File: src/rtl/alu_pkg.sv
// Shared definitions for the execute-stage ALU: op codes (also used by the
// ALU control decoder), FSM state encoding and a small op-class helper.
package alu_pkg;

    typedef logic [3:0] alu_op_t;

    localparam alu_op_t ALU_ADD  = 4'b0000;
    localparam alu_op_t ALU_SUB  = 4'b0001;
    localparam alu_op_t ALU_AND  = 4'b0011;
    localparam alu_op_t ALU_OR   = 4'b0100;
    localparam alu_op_t ALU_XOR  = 4'b0101;
    localparam alu_op_t ALU_SLT  = 4'b0110;
    localparam alu_op_t ALU_SLL  = 4'b1000;
    localparam alu_op_t ALU_SLTU = 4'b1001;
    localparam alu_op_t ALU_SRL  = 4'b1010;
    localparam alu_op_t ALU_SRA  = 4'b1011;

    localparam logic [1:0] ST_IDLE  = 2'd0;
    localparam logic [1:0] ST_SHIFT = 2'd1;
    localparam logic [1:0] ST_DONE  = 2'd2;

    function automatic logic is_shift_op(input alu_op_t op);
        return (op == ALU_SLL) || (op == ALU_SRL) || (op == ALU_SRA);
    endfunction

endpackage

File: src/rtl/alu_exec_unit_if.sv
// Request/response bundle between the issue logic and the execute-stage ALU.
// master = requester/consumer side, slave = the ALU itself.
interface alu_exec_unit_if #(
    parameter int XLEN = 32
) ();

    logic            in_valid;
    logic            in_ready;
    logic [3:0]      alu_control;
    logic [XLEN-1:0] op_a;
    logic [XLEN-1:0] op_b;
    logic            out_valid;
    logic            out_ready;
    logic [XLEN-1:0] result;
    logic            zero;
    logic            busy;

    modport master (
        output in_valid, alu_control, op_a, op_b, out_ready,
        input  in_ready, out_valid, result, zero, busy
    );

    modport slave (
        input  in_valid, alu_control, op_a, op_b, out_ready,
        output in_ready, out_valid, result, zero, busy
    );

endinterface

File: src/rtl/alu_shift_iter.sv
// Iterative one-bit-per-cycle shifter. A start pulse loads the operand,
// amount and shift kind; each following cycle shifts by one. done is high
// in the cycle whose shift is the last, and value then holds the final word.
module alu_shift_iter
    import alu_pkg::*;
#(
    parameter int XLEN = 32,
    localparam int SHW = $clog2(XLEN)
) (
    input  logic            clk,
    input  logic            rst,
    input  logic            start,
    input  alu_op_t         kind_in,
    input  logic [XLEN-1:0] data,
    input  logic [SHW-1:0]  amount,
    output logic            done,
    output logic [XLEN-1:0] value
);

    logic [XLEN-1:0] acc;
    logic [SHW-1:0]  cnt;
    alu_op_t         kind;
    logic [XLEN-1:0] shifted;

    // One-bit step of the latched shift kind; SRA replicates the sign bit.
    always_comb begin
        shifted = acc;
        case (kind)
            ALU_SLL: shifted = {acc[XLEN-2:0], 1'b0};
            ALU_SRL: shifted = {1'b0, acc[XLEN-1:1]};
            default: shifted = {acc[XLEN-1], acc[XLEN-1:1]};
        endcase
    end

    // Load on start, then shift and count down until the counter empties.
    always_ff @(posedge clk or posedge rst) begin
        if (rst) begin
            acc  <= '0;
            cnt  <= '0;
            kind <= ALU_SLL;
        end else if (start) begin
            acc  <= data;
            cnt  <= amount;
            kind <= kind_in;
        end else if (cnt != '0) begin
            acc <= shifted;
            cnt <= cnt - SHW'(1);
        end
    end

    assign done  = (cnt == SHW'(1));
    assign value = shifted;

endmodule

File: src/rtl/alu_exec_unit.sv
// Execute-stage ALU with valid/ready on both sides. Simple ops finish in one
// registered cycle; shifts iterate one bit per cycle unless ALU_FAST_SHIFT_EN
// is defined, in which case a barrel shifter makes every op single-cycle.
module alu_exec_unit
    import alu_pkg::*;
#(
    parameter int XLEN = 32
) (
    input logic            clk,
    input logic            rst,
    alu_exec_unit_if.slave bus
);

    localparam int SHW = $clog2(XLEN);

    logic [1:0]      state;
    logic [XLEN-1:0] result_q;
    logic            zero_q;
    logic            accept;
    logic            shift_req;
    logic            shift_done;
    logic [XLEN-1:0] shift_value;
    logic [SHW-1:0]  shamt;
    logic [XLEN-1:0] alu_out;

    assign shamt  = bus.op_b[SHW-1:0];
    assign accept = bus.in_valid && bus.in_ready;

    // Accept from IDLE, or from DONE in the same cycle the result is taken.
    assign bus.in_ready  = (state == ST_IDLE) || ((state == ST_DONE) && bus.out_ready);
    assign bus.out_valid = (state == ST_DONE);
    assign bus.result    = result_q;
    assign bus.zero      = zero_q;

    // Single-cycle result for everything except multi-cycle iterative shifts.
    always_comb begin
        alu_out = '0;
        case (bus.alu_control)
            ALU_ADD:  alu_out = bus.op_a + bus.op_b;
            ALU_SUB:  alu_out = bus.op_a - bus.op_b;
            ALU_AND:  alu_out = bus.op_a & bus.op_b;
            ALU_OR:   alu_out = bus.op_a | bus.op_b;
            ALU_XOR:  alu_out = bus.op_a ^ bus.op_b;
            ALU_SLT:  alu_out = {{(XLEN-1){1'b0}}, ($signed(bus.op_a) < $signed(bus.op_b))};
            ALU_SLTU: alu_out = {{(XLEN-1){1'b0}}, (bus.op_a < bus.op_b)};
`ifdef ALU_FAST_SHIFT_EN
            ALU_SLL:  alu_out = bus.op_a << shamt;
            ALU_SRL:  alu_out = bus.op_a >> shamt;
            ALU_SRA:  alu_out = $signed(bus.op_a) >>> shamt;
`else
            ALU_SLL,
            ALU_SRL,
            ALU_SRA:  alu_out = bus.op_a;
`endif
            default:  alu_out = '0;
        endcase
    end

`ifdef ALU_FAST_SHIFT_EN
    assign shift_req   = 1'b0;
    assign shift_done  = 1'b0;
    assign shift_value = '0;
    assign bus.busy    = 1'b0;
`else
    assign shift_req = accept && is_shift_op(bus.alu_control) && (shamt != '0);
    assign bus.busy  = (state == ST_SHIFT);

    alu_shift_iter #(
        .XLEN (XLEN)
    ) u_shift (
        .clk     (clk),
        .rst     (rst),
        .start   (shift_req),
        .kind_in (bus.alu_control),
        .data    (bus.op_a),
        .amount  (shamt),
        .done    (shift_done),
        .value   (shift_value)
    );
`endif

    // Control FSM: registers the result and holds it until the consumer takes it.
    always_ff @(posedge clk or posedge rst) begin
        if (rst) begin
            state    <= ST_IDLE;
            result_q <= '0;
            zero_q   <= 1'b0;
        end else begin
            case (state)
                ST_IDLE, ST_DONE: begin
                    if (accept) begin
                        if (shift_req) begin
                            state <= ST_SHIFT;
                        end else begin
                            result_q <= alu_out;
                            zero_q   <= (alu_out == '0);
                            state    <= ST_DONE;
                        end
                    end else if ((state == ST_DONE) && bus.out_ready) begin
                        state <= ST_IDLE;
                    end
                end
                ST_SHIFT: begin
                    if (shift_done) begin
                        result_q <= shift_value;
                        zero_q   <= (shift_value == '0);
                        state    <= ST_DONE;
                    end
                end
                default: state <= ST_IDLE;
            endcase
        end
    end

endmodule

File: src/flat_wrapper.sv
// flat-port wrapper written by rule: the top's interface ports become plain ports
module alu_exec_unit_flat import alu_pkg::*;
#(
    parameter int XLEN = 32
)
  (clk, rst, bus_in_valid, bus_alu_control, bus_op_a, bus_op_b, bus_out_ready, bus_in_ready, bus_out_valid, bus_result, bus_zero, bus_busy);
  alu_exec_unit_if #(.XLEN(XLEN)) bus_i ();
  input logic clk;
  input logic rst;
  input wire logic [$bits(bus_i.in_valid)-1:0] bus_in_valid;
  input wire logic [$bits(bus_i.alu_control)-1:0] bus_alu_control;
  input wire logic [$bits(bus_i.op_a)-1:0] bus_op_a;
  input wire logic [$bits(bus_i.op_b)-1:0] bus_op_b;
  input wire logic [$bits(bus_i.out_ready)-1:0] bus_out_ready;
  output wire logic [$bits(bus_i.in_ready)-1:0] bus_in_ready;
  output wire logic [$bits(bus_i.out_valid)-1:0] bus_out_valid;
  output wire logic [$bits(bus_i.result)-1:0] bus_result;
  output wire logic [$bits(bus_i.zero)-1:0] bus_zero;
  output wire logic [$bits(bus_i.busy)-1:0] bus_busy;
  assign bus_i.in_valid = bus_in_valid;
  assign bus_i.alu_control = bus_alu_control;
  assign bus_i.op_a = bus_op_a;
  assign bus_i.op_b = bus_op_b;
  assign bus_i.out_ready = bus_out_ready;
  assign bus_in_ready = bus_i.in_ready;
  assign bus_out_valid = bus_i.out_valid;
  assign bus_result = bus_i.result;
  assign bus_zero = bus_i.zero;
  assign bus_busy = bus_i.busy;
  alu_exec_unit #(.XLEN(XLEN)) u_core (.clk(clk), .rst(rst), .bus(bus_i));
endmodule
File: config.mk
export PLATFORM = sky130hd
export DESIGN_NAME = alu_exec_unit_flat
export DESIGN_NICKNAME = d
export VERILOG_FILES = /design/src/rtl/alu_pkg.sv /design/src/rtl/alu_exec_unit_if.sv /design/src/rtl/alu_shift_iter.sv /design/src/rtl/alu_exec_unit.sv /design/src/flat_wrapper.sv
export SDC_FILE = /design/constraint.sdc
export NUM_CORES = 1
export LEC_CHECK = 0
export BUFFER_PORTS_ARGS = -buffer_cell sky130_fd_sc_hd__buf_2
export CORE_MARGIN = 8
export CORE_UTILIZATION = 61
export DETAILED_ROUTE_END_ITERATION = 7
export PLACE_DENSITY = 0.83
export SYNTH_ARGS = -nofsm -noshare
export SYNTH_HDL_FRONTEND = slang
export SYNTH_SLANG_ARGS = --single-unit
File: constraint.sdc
create_clock -name clk -period 3.3 [get_ports clk]
set_input_delay 0.165 -clock clk [delete_from_list [all_inputs] [get_ports clk]]
set_output_delay 0.165 -clock clk [all_outputs]
set_load 0.1 [all_outputs]
==> impl_metrics.json <==
{
  "slowest_delay_ns": 0.70,
  "synth_area_mm2": 0.01025,
  "final_common_cell": "buf_4",
  "switching_share_pct": 57.27,
  "synth_seq_cells": 76,
  "grt_overflow_total": 0,
  "dp.cells": 1857,
  "drc": 90,
  "floorplan.initialDensity_pct": 62.05,
  "setup.worst_path.end": "u_core.bus.zero",
  "status": "complete, but fails checks",
  "fin_crit_ns": 3.323,
  "power_mw": 8.311,
  "max-vdd-ir-drop_mv": 1.114,
  "violations": "design-rule violations, negative setup slack",
  "finalWirelength_um": 46680,
  "pwr-share-clk_pct": 12.1,
  "p_per_area_mw_per_mm2": 649.5,
  "cts_buffers": 9,
  "n_antenna_cell": 0,
  "grt_pass1_vias": 12631,
  "final_max_slew_viol_count": 0,
  "r2r_end": "u_core.bus.zero",
  "cp.arrival_ns": 3.58,
  "core_mm2": 0.01652,
  "syn_area_per_cell_um2": 7.340,
  "clk_pin_slew_ns": 0.06,
  "crit_path_end_kind": "flop",
  "htreeDepth": 3,
  "cts_tree": "yes",
  "setup_viol": 1,
  "routed_via_density": 7.043,
  "pre_cts_slack_ns": -0.2608,
  "drt_iter0_drc": 2278,
  "async_flop_share_pct": 100.0,
  "yosysWarningCount": 0,
  "io_buffers": 107,
  "relSlewSlack_pct": 37.94,
  "placementRows": 47,
  "first_pass_iters": 8,
  "area_growth_pct": 24.80,
  "vias": 13199,
  "critPathMaxFanout": 13,
  "wl_per_cell_um": 24.91,
  "clock_latency_ns": 0.34,
  "synth_edf_count": 0,
  "die_w_um": 145.7,
  "critPathLaunch": "u_core.u_shift.kind[3]",
  "antenna_found_initial": 1,
  "clock_skew_ns": 0.003216,
  "finalWeightedCongestion": 1.053,
  "cp_cell_sequence": "nor3b_1 > buf_4 > nor2b_4 > mux2i_1 > nand4_1 > or4_1 > nor3_1 > a21oi_1 > o31ai_2",
  "fp.dieArea_mm2": 0.02121,
  "rsz0062_at_grt": "yes",
  "fin_cells": 1874,
  "layout-drive-gt1-share_pct": 24.55,
  "grt_max_degree": 65,
  "drv_cap": 0,
  "reg2regPathDepth": 9,
  "worst_slack_ns": -0.02257,
  "ant_nets": 0,
  "p_switching_mw": 4.760,
  "power_frac_comb_pct": 66.2,
  "yosysSeqAreaShare_pct": 18.56,
  "syn_nets": 1587,
  "tns_ns": -0.02257,
  "grt_pass1_wl_um": 71860,
  "worst_pin_slew_ns": 0.9290,
  "r2r_setup_slack_ns": -0.02,
  "crit_type": "reg2reg",
  "root_buffer": "clkbuf_16",
  "slowest_stage": "or4_1",
  "max_freq_ghz": 0.3010,
  "dp_hpwl_um": 34500,
  "synth_cells": 1397,
  "final-hold-violation-count": 0,
  "final_nets": 1839,
  "hold_path_class": "in2reg",
  "worstSetupStartpointType": "flop",
  "grt_util_all_layers_pct": 42.15,
  "die_h_um": 145.7,
  "p_leak_nw": 6.190,
  "cts_num_sinks": 76,
  "dpl_cell_area_mm2": 0.01243,
  "fin_area_mm2": 0.01280,
  "required_ns": 3.55,
  "final_cell_mix": "226 x buf_4, 167 x nand2_1, 128 x o21ai_0, 116 x ha_1, 107 x buf_2",
  "dominantRegCellSynth": "dfrtp_1",
  "ioPinCount": 108,
  "netlist-cell-type-count": 93,
  "power_frac_seq_pct": 21.7,
  "cts_buffer_depth": 2,
  "internal-power_mw": 3.551,
  "min_period_over_period_pct": 100.7,
  "r2r_start": "u_core.u_shift.kind[3]"
}
-- logic make-up (layout without fill, tap and decap cells) --
family / count (synthesis) / in the layout / share of synthesized area (%)
DFF: 76 / 76 / 18.56
adders and majority gates: 118 / 118 / 14.55
buffers and inverters: 194 / 451 / 7.724
AOI/OAI and AO/OA: 481 / 481 / 31.17
muxes: 54 / 54 / 5.418
xor gates and xnor gates: 8 / 8 / 0.6834
and+or+nand+nor: 466 / 466 / 21.90
-- power by group through the flow --
stage | Clock [mW] | Combinational [mW] | Sequential [mW]
floorplan | 0 | 2.20 | 3.07
global placement | 0 | 4.86 | 1.69
detailed placement | 0 | 5.08 | 1.73
CTS | 0.993 | 5.25 | 1.75
global route | 1.03 | 5.72 | 1.82
finish | 1.00 | 5.50 | 1.80
-- worst max-delay path, delay by kind of cell (launching register included) --
| family | cells | cell delay (ns) |
|---|---|---|
| AND/OR/NAND/NOR | 5 | 1.90 |
| multiplexers | 1 | 0.49 |
| buffers and inverters | 1 | 0.17 |
| flip-flops | 1 | 0.52 |
| AO/OA/AOI/OAI | 2 | 0.16 |
-- through the flow --
step                      hold WS [ns]  util (%)
after CTS                       0.1557     77.11
after global routing            0.1709     77.44
final                           0.1626     77.44
after floorplan                 0.3238         -
after global placement          0.1059     75.21
after detailed placement        0.1202     75.21
-- synthesized netlist by cell type, types with 5 or more instances --
| cell | n | area (µm²) |
|---|---|---|
| a211oi_1 | 11 | 82.58 |
| a21o_1 | 20 | 150.1 |
| a21oi_1 | 89 | 445.4 |
| a221o_1 | 7 | 70.07 |
| a221oi_1 | 16 | 140.1 |
| a22o_1 | 6 | 52.55 |
| a22oi_1 | 8 | 60.06 |
| a31oi_1 | 13 | 81.33 |
| a32oi_1 | 5 | 43.79 |
| and2_1 | 15 | 93.84 |
| buf_1 | 6 | 22.52 |
| buf_2 | 25 | 125.1 |
| buf_4 | 6 | 45.04 |
| clkbuf_1 | 54 | 202.7 |
| dfrtp_1 | 75 | 1877 |
| ha_1 | 116 | 1451 |
| inv_1 | 99 | 371.6 |
| mux2_2 | 11 | 123.9 |
| mux2i_1 | 42 | 420.4 |
| nand2_1 | 168 | 630.6 |
| nand2b_1 | 22 | 137.6 |
| nand3_1 | 29 | 145.1 |
| nand4_1 | 24 | 150.1 |
| nor2_1 | 99 | 371.6 |
| nor2b_1 | 18 | 112.6 |
| nor3_1 | 28 | 140.1 |
| nor3b_1 | 8 | 60.06 |
| nor4_1 | 14 | 87.58 |
| o2111ai_1 | 6 | 52.55 |
| o211ai_1 | 48 | 360.4 |
| o21a_1 | 9 | 67.56 |
| o21ai_0 | 130 | 650.6 |
| o21ai_1 | 17 | 85.08 |
| o21bai_1 | 5 | 37.54 |
| o22ai_1 | 8 | 50.05 |
| o31ai_1 | 16 | 120.1 |
| or2_2 | 5 | 31.28 |
| or3_1 | 7 | 43.79 |
| xnor2_1 | 5 | 43.79 |
-- state kept, by name, summed over array words and instances, names as in the netlist --
| signal | cells |
|---|---|
| u_core.u_shift.kind | 4 |
| u_core.bus.zero | 1 |
| u_core.state | 2 |
| u_core.u_shift.acc | 32 |
| u_core.u_shift.cnt | 5 |
| u_core.bus.result | 32 |
-- how the worst min path moves through the flow --
| stage | startpoint | to | slack [ns] | cells past startpoint |
|---|---|---|---|---|
| 3_5_place_dp | rst | u_core.bus.result[8] | 0.12 | 2 |
| 4_1_cts | bus_op_a[27] | u_core.u_shift.acc[27] | 0.16 | 3 |
| 3_3_place_gp | rst | u_core.bus.result[8] | 0.11 | 2 |
| 5_1_grt | bus_out_ready | u_core.state[1] | 0.17 | 3 |
| 2_1_floorplan | bus_op_b[4] | u_core.u_shift.cnt[4] | 0.32 | 2 |
| 6_report | bus_out_ready | u_core.state[1] | 0.16 | 3 |
-- area by class of cell --
| cell class | instances | area, µm² |
|---|---|---|
| Multi-Input combinational cell | 1127 | 7676 |
| Fill cell | 1146 | 3729 |
| Timing Repair Buffer | 335 | 2262 |
| Sequential cell | 76 | 1903 |
| Inverter | 100 | 375.4 |
| Tap cell | 220 | 275.3 |
| Clock buffer | 12 | 256.5 |
| Clock inverter | 4 | 47.55 |
-- metal layers --
metal	global-route usage, %	up-vias	wire length, µm
met2	62.71	1302	19270
met1	52.74	5976	17000
met5	0	-	11
li1	-	5581	-
met3	13.96	338	7166
met4	23.53	2	3231
-- repair_timing --
action,in CTS,in global routing
resized for setup,0,14
endpoints found under the hold margin,12,0
endpoints found under the setup margin,0,5
setup buffers,0,0
hold buffers,1,0
(Power assumes the default switching activity.)
